### src/rtl/stall_control_unit_pkg.sv
// -----------------------------------------------------------------------------
// pipeline_ctrl_pkg
// Shared definitions for the pipeline control path:
//   - ctrl_state_t        : stall controller state encoding (RUN / MD_BUSY)
//   - DEFAULT_MUL_CYCLES  : EX-stage occupancy of a multiply (also used by the
//                           mul/div datapath)
//   - DEFAULT_DIV_CYCLES  : EX-stage occupancy of a divide/remainder
// No ports (package).
// -----------------------------------------------------------------------------
package pipeline_ctrl_pkg;

    typedef enum logic {
        RUN     = 1'b0,
        MD_BUSY = 1'b1
    } ctrl_state_t;

    localparam int DEFAULT_MUL_CYCLES = 2;
    localparam int DEFAULT_DIV_CYCLES = 32;

    localparam logic [31:0] STALL_COUNT_MAX = 32'hFFFF_FFFF;

endpackage : pipeline_ctrl_pkg

### src/rtl/stall_control_unit_if.sv
// -----------------------------------------------------------------------------
// stall_control_unit_if
// Groups the hazard/redirect/mul-div inputs and all pipeline control outputs
// of the stall controller.
//   master : pipeline side (drives hazard/branch/muldiv, consumes controls)
//   slave  : stall controller
// Signals:
//   LU_HAZARD, BRANCH_TAKEN_EX, MULDIV_EN_EX, DIV_EX        -> controller
//   PC_WRITE_EN, IF_ID_WRITE_EN, IF_ID_FLUSH, ID_EX_WRITE_EN,
//   ID_EX_BUBBLE, EX_MEM_BUBBLE, MULDIV_DONE, STALL_COUNT   <- controller
//   DBG_STATE                                               <- controller FSM state
// These are level signals sampled every clock; there is no valid/ready
// handshake: each output is valid for the cycle in which it is presented.
// -----------------------------------------------------------------------------
interface stall_control_unit_if;
    import pipeline_ctrl_pkg::*;

    logic        LU_HAZARD;
    logic        BRANCH_TAKEN_EX;
    logic        MULDIV_EN_EX;
    logic        DIV_EX;
    logic        PC_WRITE_EN;
    logic        IF_ID_WRITE_EN;
    logic        IF_ID_FLUSH;
    logic        ID_EX_WRITE_EN;
    logic        ID_EX_BUBBLE;
    logic        EX_MEM_BUBBLE;
    logic        MULDIV_DONE;
    logic [31:0] STALL_COUNT;
    ctrl_state_t DBG_STATE;

    modport master (
        output LU_HAZARD, BRANCH_TAKEN_EX, MULDIV_EN_EX, DIV_EX,
        input  PC_WRITE_EN, IF_ID_WRITE_EN, IF_ID_FLUSH, ID_EX_WRITE_EN,
        input  ID_EX_BUBBLE, EX_MEM_BUBBLE, MULDIV_DONE, STALL_COUNT, DBG_STATE
    );

    modport slave (
        input  LU_HAZARD, BRANCH_TAKEN_EX, MULDIV_EN_EX, DIV_EX,
        output PC_WRITE_EN, IF_ID_WRITE_EN, IF_ID_FLUSH, ID_EX_WRITE_EN,
        output ID_EX_BUBBLE, EX_MEM_BUBBLE, MULDIV_DONE, STALL_COUNT, DBG_STATE
    );

endinterface : stall_control_unit_if

### src/rtl/stall_control_unit_latency_counter.sv
// -----------------------------------------------------------------------------
// muldiv_latency_counter
// Loadable down-counter tracking the remaining busy cycles of a mul/div.
// Ports:
//   clk        in  : clock
//   rst_n      in  : asynchronous active-low reset (clears count)
//   i_load     in  : load i_load_val (has priority over decrement)
//   i_load_val in  : value to load
//   i_dec      in  : decrement by one (ignored at zero)
//   o_zero     out : count is zero
// -----------------------------------------------------------------------------
module muldiv_latency_counter #(
    parameter int W = 5
) (
    input  logic         clk,
    input  logic         rst_n,
    input  logic         i_load,
    input  logic [W-1:0] i_load_val,
    input  logic         i_dec,
    output logic         o_zero
);

    logic [W-1:0] r_cnt;

    always_ff @(posedge clk or negedge rst_n) begin
        if (!rst_n) begin
            r_cnt <= '0;
        end else if (i_load) begin
            r_cnt <= i_load_val;
        end else if (i_dec && (r_cnt != '0)) begin
            r_cnt <= r_cnt - 1'b1;
        end
    end

    assign o_zero = (r_cnt == '0);

endmodule : muldiv_latency_counter

### src/rtl/stall_control_unit.sv
// -----------------------------------------------------------------------------
// stall_control_unit
// Central stall/flush controller for the 5-stage RV32IM pipeline. Resolves
// taken-branch redirects, multi-cycle mul/div occupancy of EX and load-use
// hazards into pipeline-register enables, flushes and bubbles, and keeps a
// saturating count of cycles in which the PC was held.
// Ports:
//   CLK    in : clock, rising edge
//   RESET  in : asynchronous active-low reset
//   bus       : stall_control_unit_if.slave (hazard inputs, control outputs,
//               STALL_COUNT, DBG_STATE)
// Parameters:
//   MUL_CYCLES : EX occupancy of a multiply (>= 2)
//   DIV_CYCLES : EX occupancy of a divide/remainder (>= MUL_CYCLES)
// -----------------------------------------------------------------------------
module stall_control_unit
    import pipeline_ctrl_pkg::*;
#(
    parameter int MUL_CYCLES = DEFAULT_MUL_CYCLES,
    parameter int DIV_CYCLES = DEFAULT_DIV_CYCLES
) (
    input  logic                 CLK,
    input  logic                 RESET,
    stall_control_unit_if.slave  bus
);

    localparam int CNT_W = (DIV_CYCLES > 2) ? $clog2(DIV_CYCLES) : 1;

    // The start cycle is itself a stall and the final cycle is the done
    // cycle, so the counter only has to cover the N-2 cycles in between.
    localparam logic [CNT_W-1:0] MUL_LOAD = CNT_W'(MUL_CYCLES - 2);
    localparam logic [CNT_W-1:0] DIV_LOAD = CNT_W'(DIV_CYCLES - 2);

    ctrl_state_t r_state;
    logic [31:0] r_stall_count;

    logic w_pc_we;
    logic w_ifid_we;
    logic w_ifid_flush;
    logic w_idex_we;
    logic w_idex_bubble;
    logic w_exmem_bubble;
    logic w_md_done;
    logic w_md_start;
    logic w_md_dec;
    logic w_md_zero;
    logic [CNT_W-1:0] w_md_load_val;

    assign w_md_load_val = bus.DIV_EX ? DIV_LOAD : MUL_LOAD;

    muldiv_latency_counter #(
        .W (CNT_W)
    ) u_md_cnt (
        .clk        (CLK),
        .rst_n      (RESET),
        .i_load     (w_md_start),
        .i_load_val (w_md_load_val),
        .i_dec      (w_md_dec),
        .o_zero     (w_md_zero)
    );

    // Output decode. Everything is forced low while RESET is asserted so the
    // pipeline registers stay frozen during reset.
    always_comb begin
        w_pc_we        = 1'b0;
        w_ifid_we      = 1'b0;
        w_ifid_flush   = 1'b0;
        w_idex_we      = 1'b0;
        w_idex_bubble  = 1'b0;
        w_exmem_bubble = 1'b0;
        w_md_done      = 1'b0;
        w_md_start     = 1'b0;
        w_md_dec       = 1'b0;
        if (RESET) begin
            case (r_state)
                RUN: begin
                    if (bus.BRANCH_TAKEN_EX) begin
                        // ID instruction is squashed, so its hazards are moot.
                        w_pc_we       = 1'b1;
                        w_ifid_we     = 1'b1;
                        w_idex_we     = 1'b1;
                        w_ifid_flush  = 1'b1;
                        w_idex_bubble = 1'b1;
                    end else if (bus.MULDIV_EN_EX) begin
                        w_exmem_bubble = 1'b1;
                        w_md_start     = 1'b1;
                    end else if (bus.LU_HAZARD) begin
                        w_idex_we     = 1'b1;
                        w_idex_bubble = 1'b1;
                    end else begin
                        w_pc_we   = 1'b1;
                        w_ifid_we = 1'b1;
                        w_idex_we = 1'b1;
                    end
                end
                MD_BUSY: begin
                    if (!w_md_zero) begin
                        w_exmem_bubble = 1'b1;
                        w_md_dec       = 1'b1;
                    end else begin
                        w_md_done = 1'b1;
                        w_pc_we   = 1'b1;
                        w_ifid_we = 1'b1;
                        w_idex_we = 1'b1;
                    end
                end
                default: begin
                    w_pc_we   = 1'b1;
                    w_ifid_we = 1'b1;
                    w_idex_we = 1'b1;
                end
            endcase
        end
    end

    always_ff @(posedge CLK or negedge RESET) begin
        if (!RESET) begin
            r_state <= RUN;
        end else begin
            case (r_state)
                RUN:     if (w_md_start) r_state <= MD_BUSY;
                MD_BUSY: if (w_md_zero)  r_state <= RUN;
                default: r_state <= RUN;
            endcase
        end
    end

    always_ff @(posedge CLK or negedge RESET) begin
        if (!RESET) begin
            r_stall_count <= '0;
        end else if (!w_pc_we && (r_stall_count != STALL_COUNT_MAX)) begin
            r_stall_count <= r_stall_count + 32'd1;
        end
    end

    assign bus.PC_WRITE_EN    = w_pc_we;
    assign bus.IF_ID_WRITE_EN = w_ifid_we;
    assign bus.IF_ID_FLUSH    = w_ifid_flush;
    assign bus.ID_EX_WRITE_EN = w_idex_we;
    assign bus.ID_EX_BUBBLE   = w_idex_bubble;
    assign bus.EX_MEM_BUBBLE  = w_exmem_bubble;
    assign bus.MULDIV_DONE    = w_md_done;
    assign bus.STALL_COUNT    = r_stall_count;
    assign bus.DBG_STATE      = r_state;

endmodule : stall_control_unit

### src/flat_wrapper.sv
// flat-port wrapper written by rule: the top's interface ports become plain ports
module stall_control_unit_flat import pipeline_ctrl_pkg::*;
#(
    parameter int MUL_CYCLES = DEFAULT_MUL_CYCLES,
    parameter int DIV_CYCLES = DEFAULT_DIV_CYCLES
)
  (CLK, RESET, bus_LU_HAZARD, bus_BRANCH_TAKEN_EX, bus_MULDIV_EN_EX, bus_DIV_EX, bus_PC_WRITE_EN, bus_IF_ID_WRITE_EN, bus_IF_ID_FLUSH, bus_ID_EX_WRITE_EN, bus_ID_EX_BUBBLE, bus_EX_MEM_BUBBLE, bus_MULDIV_DONE, bus_STALL_COUNT, bus_DBG_STATE);
  stall_control_unit_if bus_i ();
  input  logic CLK;
  input  logic RESET;
  input wire logic [$bits(bus_i.LU_HAZARD)-1:0] bus_LU_HAZARD;
  input wire logic [$bits(bus_i.BRANCH_TAKEN_EX)-1:0] bus_BRANCH_TAKEN_EX;
  input wire logic [$bits(bus_i.MULDIV_EN_EX)-1:0] bus_MULDIV_EN_EX;
  input wire logic [$bits(bus_i.DIV_EX)-1:0] bus_DIV_EX;
  output wire logic [$bits(bus_i.PC_WRITE_EN)-1:0] bus_PC_WRITE_EN;
  output wire logic [$bits(bus_i.IF_ID_WRITE_EN)-1:0] bus_IF_ID_WRITE_EN;
  output wire logic [$bits(bus_i.IF_ID_FLUSH)-1:0] bus_IF_ID_FLUSH;
  output wire logic [$bits(bus_i.ID_EX_WRITE_EN)-1:0] bus_ID_EX_WRITE_EN;
  output wire logic [$bits(bus_i.ID_EX_BUBBLE)-1:0] bus_ID_EX_BUBBLE;
  output wire logic [$bits(bus_i.EX_MEM_BUBBLE)-1:0] bus_EX_MEM_BUBBLE;
  output wire logic [$bits(bus_i.MULDIV_DONE)-1:0] bus_MULDIV_DONE;
  output wire logic [$bits(bus_i.STALL_COUNT)-1:0] bus_STALL_COUNT;
  output wire logic [$bits(bus_i.DBG_STATE)-1:0] bus_DBG_STATE;
  assign bus_i.LU_HAZARD = bus_LU_HAZARD;
  assign bus_i.BRANCH_TAKEN_EX = bus_BRANCH_TAKEN_EX;
  assign bus_i.MULDIV_EN_EX = bus_MULDIV_EN_EX;
  assign bus_i.DIV_EX = bus_DIV_EX;
  assign bus_PC_WRITE_EN = bus_i.PC_WRITE_EN;
  assign bus_IF_ID_WRITE_EN = bus_i.IF_ID_WRITE_EN;
  assign bus_IF_ID_FLUSH = bus_i.IF_ID_FLUSH;
  assign bus_ID_EX_WRITE_EN = bus_i.ID_EX_WRITE_EN;
  assign bus_ID_EX_BUBBLE = bus_i.ID_EX_BUBBLE;
  assign bus_EX_MEM_BUBBLE = bus_i.EX_MEM_BUBBLE;
  assign bus_MULDIV_DONE = bus_i.MULDIV_DONE;
  assign bus_STALL_COUNT = bus_i.STALL_COUNT;
  assign bus_DBG_STATE = bus_i.DBG_STATE;
  stall_control_unit #(.MUL_CYCLES(MUL_CYCLES), .DIV_CYCLES(DIV_CYCLES)) u_core (.CLK(CLK), .RESET(RESET), .bus(bus_i));
endmodule
### config.mk
export PLATFORM = sky130hd
export DESIGN_NAME = stall_control_unit_flat
export DESIGN_NICKNAME = d
export VERILOG_FILES = /design/src/rtl/stall_control_unit_pkg.sv /design/src/rtl/stall_control_unit_if.sv /design/src/rtl/stall_control_unit_latency_counter.sv /design/src/rtl/stall_control_unit.sv /design/src/flat_wrapper.sv
export SDC_FILE = /design/constraint.sdc
export NUM_CORES = 1
export LEC_CHECK = 0
export ABC_AREA = 1
export BUFFER_PORTS_ARGS = -buffer_cell sky130_fd_sc_hd__buf_2
export CAP_MARGIN = 20
export CORE_ASPECT_RATIO = 1.5
export CORE_MARGIN = 3
export CORE_UTILIZATION = 56
export DETAILED_ROUTE_END_ITERATION = 10
export PLACE_DENSITY = 0.76
export SYNTH_ARGS = -nofsm -noshare
export SYNTH_HDL_FRONTEND = slang
export SYNTH_SLANG_ARGS = --single-unit
### constraint.sdc
create_clock -name CLK -period 2.2 [get_ports CLK]
set_clock_uncertainty 0.2 [all_clocks]
set_input_delay 0.44 -clock CLK [delete_from_list [all_inputs] [get_ports CLK]]
set_output_delay 0.44 -clock CLK [all_outputs]
set_load 0.05 [all_outputs]
==> flow_summary.toml, run 1 <==
[synth]
synth_top_area_share_pct = 37.46
syn_area_sq_um = 2539
synth_area_leaders = "dfrtp_1 (37%), nand2_1 (28%), nor2_1 (7.1%)"
synth_edf_count = 0
syn-num-nets = 398
yosys_warnings = 0
seq_area_frac_synth_pct = 37.46
ys.flop_type = "dfrtp_1"
synth_seq_cells = 38
synth_cell_types = 25
syn_area_per_cell_sq_um = 6.509
syn_inst = 390
synth_async_sr_flop_share_pct = 100.0
yosys.area.top_type = "dfrtp_1"

[worst_setup_path]
path_max_fanout = 4
rrSetupSlack_ps = 190
worst-endpoint-arrival_ps = 1520
cp.required_ps = 1560
ff2ff_path_depth = 10
crit_family = "flip-flops"
criticalPathCategory = "reg2out"
r2r-start = "u_core.bus.STALL_COUNT[0]"
crit_buf_inv = 2
r2r_end = "u_core.bus.STALL_COUNT[25]"
crit_path_top_delay_cell = "dfrtp_1"
start_kind = "flip-flop"
crit_path_end_kind = "output port"
max_stage_delay_ps = 380
path_cells = "inv_2 > ha_4 > nand3_2 > nand2_2 > nand2_4 > a31oi_4 > buf_6"

[layout]
final_common_cell = "nand2_1"
final_cell_area_sq_um = 3060
syn2layout_area_growth_pct = 20.55
final_cells = 492
fillCellCount = 375
num-nets-final = 453
final_cell_mix = "nand2_1 (190), nor2_1 (46), buf_2 (41), dfrtp_1 (38), inv_1 (29)"
drive_above_1_share_pct = 19.51
diodes = 0

[die]
start_util_pct = 58.79
die_h_microns = 88.46
row_count = 29
die_x_microns = 60.98
ios = 46
core_sq_um = 4318
die_area_sq_um = 5394

[global_route]
grt_max_degree = 28
grt.overflow.total = 0
antenna_found_initial = 0
grtUsageTotal_pct = 25.79
grt_pass1_vias = 2470
grt_pass1_wl_microns = 10610

[sta]
worst_pin_slew_ps = 434.7
min_period_over_period_pct = 97.99
rsz0062_at_grt = "yes"
setup_viol = 0
slew_violations = 0
relSlewSlack_pct = 70.80
fin_setup_tns_ps = 0
final-hold-violation-count = 0
fin_crit_ps = 2156
max_freq_mhz = 463.9
whs_ps = 89.26

[detailed_routing]
finalWirelength_microns = 6253
drt_iter0_drc = 127
drt-vias-per-instance = 5.195
wl_per_cell_microns = 12.71
remaining_drc_errors = 0
drt_first_pass_iters = 4
antenna_left = 0
dr_total_vias = 2556

[placed_design]
place.gp.congestion = 0.8567
post-place-cells = 481
io_buffers = 45
placement.cell_area_sq_um = 2848
hpwlAfterDp_microns = 4598

[run]
cap_violations = 0

[clock_tree]
tritoncts.num_buffers = 5
clock_sinks = 38
clock_tree.buffer_depth = 2
cts_root_buffer = "clkbuf_8"
cts_tree = "done"
ctsHtreeMaxLevel = 2
clkLatencyLatePin_ps = 290
cts.clk_slew.worst_paths_ps = 80

[hold_path]
hold_path_class = "in2async"

[outcome]
status = "finished, final reports clean"

[power]
p_per_area_nw_per_um2 = 882.9
leakagePower_uw = 0.001621
vdd_drop_max_v = 0.0009394
-- kinds of logic after synthesis --
logic type / after synthesis / synth area share, %
and+or+nand+nor: 279 / 46.23
buffers and inverters: 39 / 7.048
DFF: 38 / 37.46
AOI/OAI and AO/OA: 19 / 3.795
xor gates and xnor gates: 13 / 4.485
adders and majority gates: 2 / 0.9855
-- worst max path at each step --
stage,startpoint,to,slack [ps],cells past startpoint
2_1_floorplan,u_core.u_md_cnt.r_cnt[0],bus_PC_WRITE_EN,-200,7
3_3_place_gp,u_core.u_md_cnt.r_cnt[0],bus_ID_EX_WRITE_EN,180,7
3_5_place_dp,u_core.u_md_cnt.r_cnt[0],bus_IF_ID_WRITE_EN,160,7
4_1_cts,u_core.u_md_cnt.r_cnt[1],bus_EX_MEM_BUBBLE,0.7,7
5_1_grt,u_core.u_md_cnt.r_cnt[1],bus_ID_EX_WRITE_EN,-8,7
6_report,u_core.u_md_cnt.r_cnt[1],bus_ID_EX_WRITE_EN,40,7
-- report_power, final --
part	internal, uW	total (uW)	switching, uW
registers	806	909	103
logic	370	1200	832
clock network	334	591	257
-- worst register-to-register path, cell delays in order, from the launching register on --
cell	delay, ps
dfrtp_1	390
ha_1	200
nand2_1	90
nor2_4	150
nand2_4	120
nor2_8	170
nand2_4	70
nand2_4	170
inv_4	160
nand2_1	120
nand2_1	50
-- layout make-up --
type / count / area, sq um / share of cell area, %
multi-input cells: 313 / 1481 / 48.41
flip-flops and latches: 38 / 950.9 / 31.07
repair buffers: 54 / 335.3 / 10.96
inverters: 33 / 126.4 / 4.129
clock buffers: 5 / 68.82 / 2.249
well taps: 46 / 57.56 / 1.881
clock inverters: 3 / 40.04 / 1.308
-- synthesized netlist by cell type, types with 3 or more instances --
| library cell | count |
|---|---|
| inv_1 | 31 |
| nand3b_1 | 7 |
| nand2_1 | 192 |
| nor2_1 | 48 |
| nand2_4 | 3 |
| xnor2_1 | 4 |
| xor2_1 | 9 |
| o21ai_1 | 4 |
| nor2_2 | 5 |
| dfrtp_1 | 38 |
| nand3_1 | 13 |
| o21ai_0 | 13 |
| buf_4 | 4 |
-- timing repair --
| item | CTS | global route |
|---|---|---|
| hold endpoints to repair | 3 | 0 |
| hold buffers | 2 | 0 |
| setup buffers | 0 | 1 |
| pin swaps | 1 | 1 |
| endpoints found under the setup margin | 4 | 4 |
| resized for setup | 13 | 7 |
-- stage by stage --
| stage | utilization, % | power (uW) | setup WS, ps |
|---|---|---|---|
| 2_1_floorplan | - | 1756 | -198.1 |
| 3_3_place_gp | 65.95 | 1977 | 182.0 |
| 3_5_place_dp | 65.95 | 1993 | 159.2 |
| 4_1_cts | 69.89 | 2650 | 0.7362 |
| 5_1_grt | 70.88 | 2869 | -7.824 |
| 6_report | 70.88 | 2702 | 44.25 |
-- sequential cells by signal (all words and copies together) (netlist names) --
name / flops
u_core.u_md_cnt.r_cnt: 5
u_core.bus.DBG_STATE: 1
u_core.bus.STALL_COUNT: 32
-- metal layers --
metal  part of all wire, %  vias to the layer above  GRT usage, %
li1                      -                     1303             -
met1                    40                     1182         27.79
met2                    55                       60         49.56
met3                   3.0                       11         2.628
met4                   1.9                        0         9.665
met5                     0                        -             0
Power figures use the tool's default switching activity.
==> run 2, diff against run 1 <==
- BUFFER_PORTS_ARGS: -buffer_cell sky130_fd_sc_hd__buf_2 -> -buffer_cell sky130_fd_sc_hd__clkbuf_2
==> run 2 against run 1 <==
- worst setup slack better by 3.3 ps
- via count down 0.86%
- flip-flop and latch count unchanged
- design area up 0.78%
- critical endpoint is now bus_EX_MEM_BUBBLE
- register-to-register slack gained 110 ps
==> flow_summary.toml, run 2 (synthesized netlist as in run 1, its figures left out) <==
[global_route]
grtUsageTotal_pct = 25.63
grt_pass1_wl_microns = 10360
antenna_found_initial = 0
grt.overflow.total = 0
grt_pass1_vias = 2350
grt_max_degree = 33

[worst_setup_path]
crit_path_end_kind = "output port"
cp.required_ps = 1560
max_stage_delay_ps = 360
crit_buf_inv = 3
crit_path_top_delay_cell = "dfrtp_1"
crit_family = "buffers and inverters"
start_kind = "flip-flop"
r2r-start = "u_core.bus.STALL_COUNT[1]"
ff2ff_path_depth = 10
rrSetupSlack_ps = 300
path_cells = "inv_2 > ha_4 > nand3_4 > nand2_4 > buf_4 > o21ai_4 > buf_12"
worst-endpoint-arrival_ps = 1510
path_max_fanout = 4
r2r_end = "u_core.bus.STALL_COUNT[22]"
criticalPathCategory = "reg2out"

[detailed_routing]
drt-vias-per-instance = 5.140
drt_first_pass_iters = 4
remaining_drc_errors = 0
antenna_left = 0
wl_per_cell_microns = 12.65
finalWirelength_microns = 6238
dr_total_vias = 2534
drt_iter0_drc = 108

[clock_tree]
clock_sinks = 38
cts_root_buffer = "clkbuf_8"
clkLatencyLatePin_ps = 290
cts.clk_slew.worst_paths_ps = 80
ctsHtreeMaxLevel = 2
clock_tree.buffer_depth = 2
cts_tree = "done"
tritoncts.num_buffers = 5

[placed_design]
place.gp.congestion = 0.9108
post-place-cells = 482
hpwlAfterDp_microns = 4634
io_buffers = 45

[power]
p_per_area_nw_per_um2 = 870.1
leakagePower_uw = 0.001597
vdd_drop_max_v = 0.0008049

[sta]
setup_viol = 0
min_period_over_period_pct = 97.84
fin_setup_tns_ps = 0
final-hold-violation-count = 0
max_freq_mhz = 464.6
worst_pin_slew_ps = 466.7
fin_crit_ps = 2152
slew_violations = 0
rsz0062_at_grt = "yes"
relSlewSlack_pct = 68.65

[layout]
syn2layout_area_growth_pct = 21.49
final_cells = 493
fin_util_pct = 71.43
num-nets-final = 454
final_cell_mix = "nand2_1 (190), nor2_1 (46), clkbuf_2 (41), dfrtp_1 (38), inv_1 (29)"
final_common_cell = "nand2_1"
largest_register_ffs = 32
drive_above_1_share_pct = 19.91
diodes = 0

[die]
ios = 46
start_util_pct = 58.79
die_x_microns = 60.98
die_h_microns = 88.46
core_sq_um = 4318
die_area_sq_um = 5394
row_count = 29

[outcome]
status = "finished, final reports clean"

[run]
cap_violations = 0

[hold_path]
hold_path_class = "in2async"
[run 2: cell types whose count changed in the layout (fill, tap and decap cells not counted), moves of 2 or more]
cell      delta
clkbuf_2    +41
buf_4        +2
buf_2       -41
buf_8        +3
buf_6        -4
[run 2: area by class of cell]
| class | count | area (sq um) |
|---|---|---|
| inverter | 33 | 126.4 |
| tap | 46 | 57.56 |
| multi-input combinational | 313 | 1494 |
| clock buffer | 6 | 82.58 |
| sequential | 38 | 950.9 |
| fill | 372 | 1234 |
| timing repair buffer | 55 | 360.3 |
| clock inverter | 2 | 12.51 |
[run 2: power breakdown]
| part | internal [uW] | switching, uW | total [uW] | leakage (uW) |
|---|---|---|---|---|
| combinational | 414 | 844 | 1260 | 0.00104 |
| clock | 252 | 256 | 508 | 0.0000472 |
| sequential | 806 | 111 | 917 | 0.000513 |
| total | 1470 | 1210 | 2680 | 0.00160 |
[run 2: per-layer routing]
layer / GRT usage (%) / vias to the layer above / wire length [microns]
li1: - / 1306 / -
met1: 28.74 / 1149 / 2497
met2: 48.20 / 68 / 3402
met3: 3.504 / 11 / 250
met4: 8.087 / 0 / 87
met5: 0 / - / 0
[run 2: repair_timing]
action | in CTS | in global routing
endpoints found under the setup margin | 5 | 4
pin swaps | 2 | 2
buffers inserted | 2 | 0
hold endpoints to repair | 2 | 0
hold buffers | 1 | 0
gates resized for setup | 17 | 6
[run 2: worst max path at each step]
stage,start,depth (start not counted),end,slack [ps]
after floorplan,u_core.u_md_cnt.r_cnt[0],7,bus_PC_WRITE_EN,-200
after global placement,u_core.u_md_cnt.r_cnt[0],7,bus_PC_WRITE_EN,160
after detailed placement,u_core.u_md_cnt.r_cnt[0],7,bus_ID_EX_WRITE_EN,80
after CTS,u_core.u_md_cnt.r_cnt[0],7,bus_ID_EX_WRITE_EN,10
after global routing,u_core.u_md_cnt.r_cnt[1],7,bus_PC_WRITE_EN,-20
final,u_core.u_md_cnt.r_cnt[0],7,bus_EX_MEM_BUBBLE,50
[run 2: metrics by stage]
| stage | total power (uW) | cell area [sq um] | setup slack, ps | hold slack, ps |
|---|---|---|---|---|
| finish | 2684 | 3084 | 47.59 | 21.25 |
| CTS | 2657 | 3065 | 12.78 | 15.35 |
| detailed placement | 2016 | 2870 | 80.79 | 81.31 |
| global placement | 1993 | 2870 | 156.2 | 83.53 |
| floorplan | 1756 | 2560 | -198.1 | -55.59 |
| global route | 2853 | 3084 | -17.04 | 31.37 |
[run 2: worst reg2reg max path, cell delays in order (launching register included)]
cell	delay (ps)
dfrtp_1	390
ha_1	190
nand2_1	100
nor2_4	160
nand2_4	120
nor2_8	160
nand2_4	60
nand2_4	110
buf_12	190
nand2_1	80
nand2_1	70
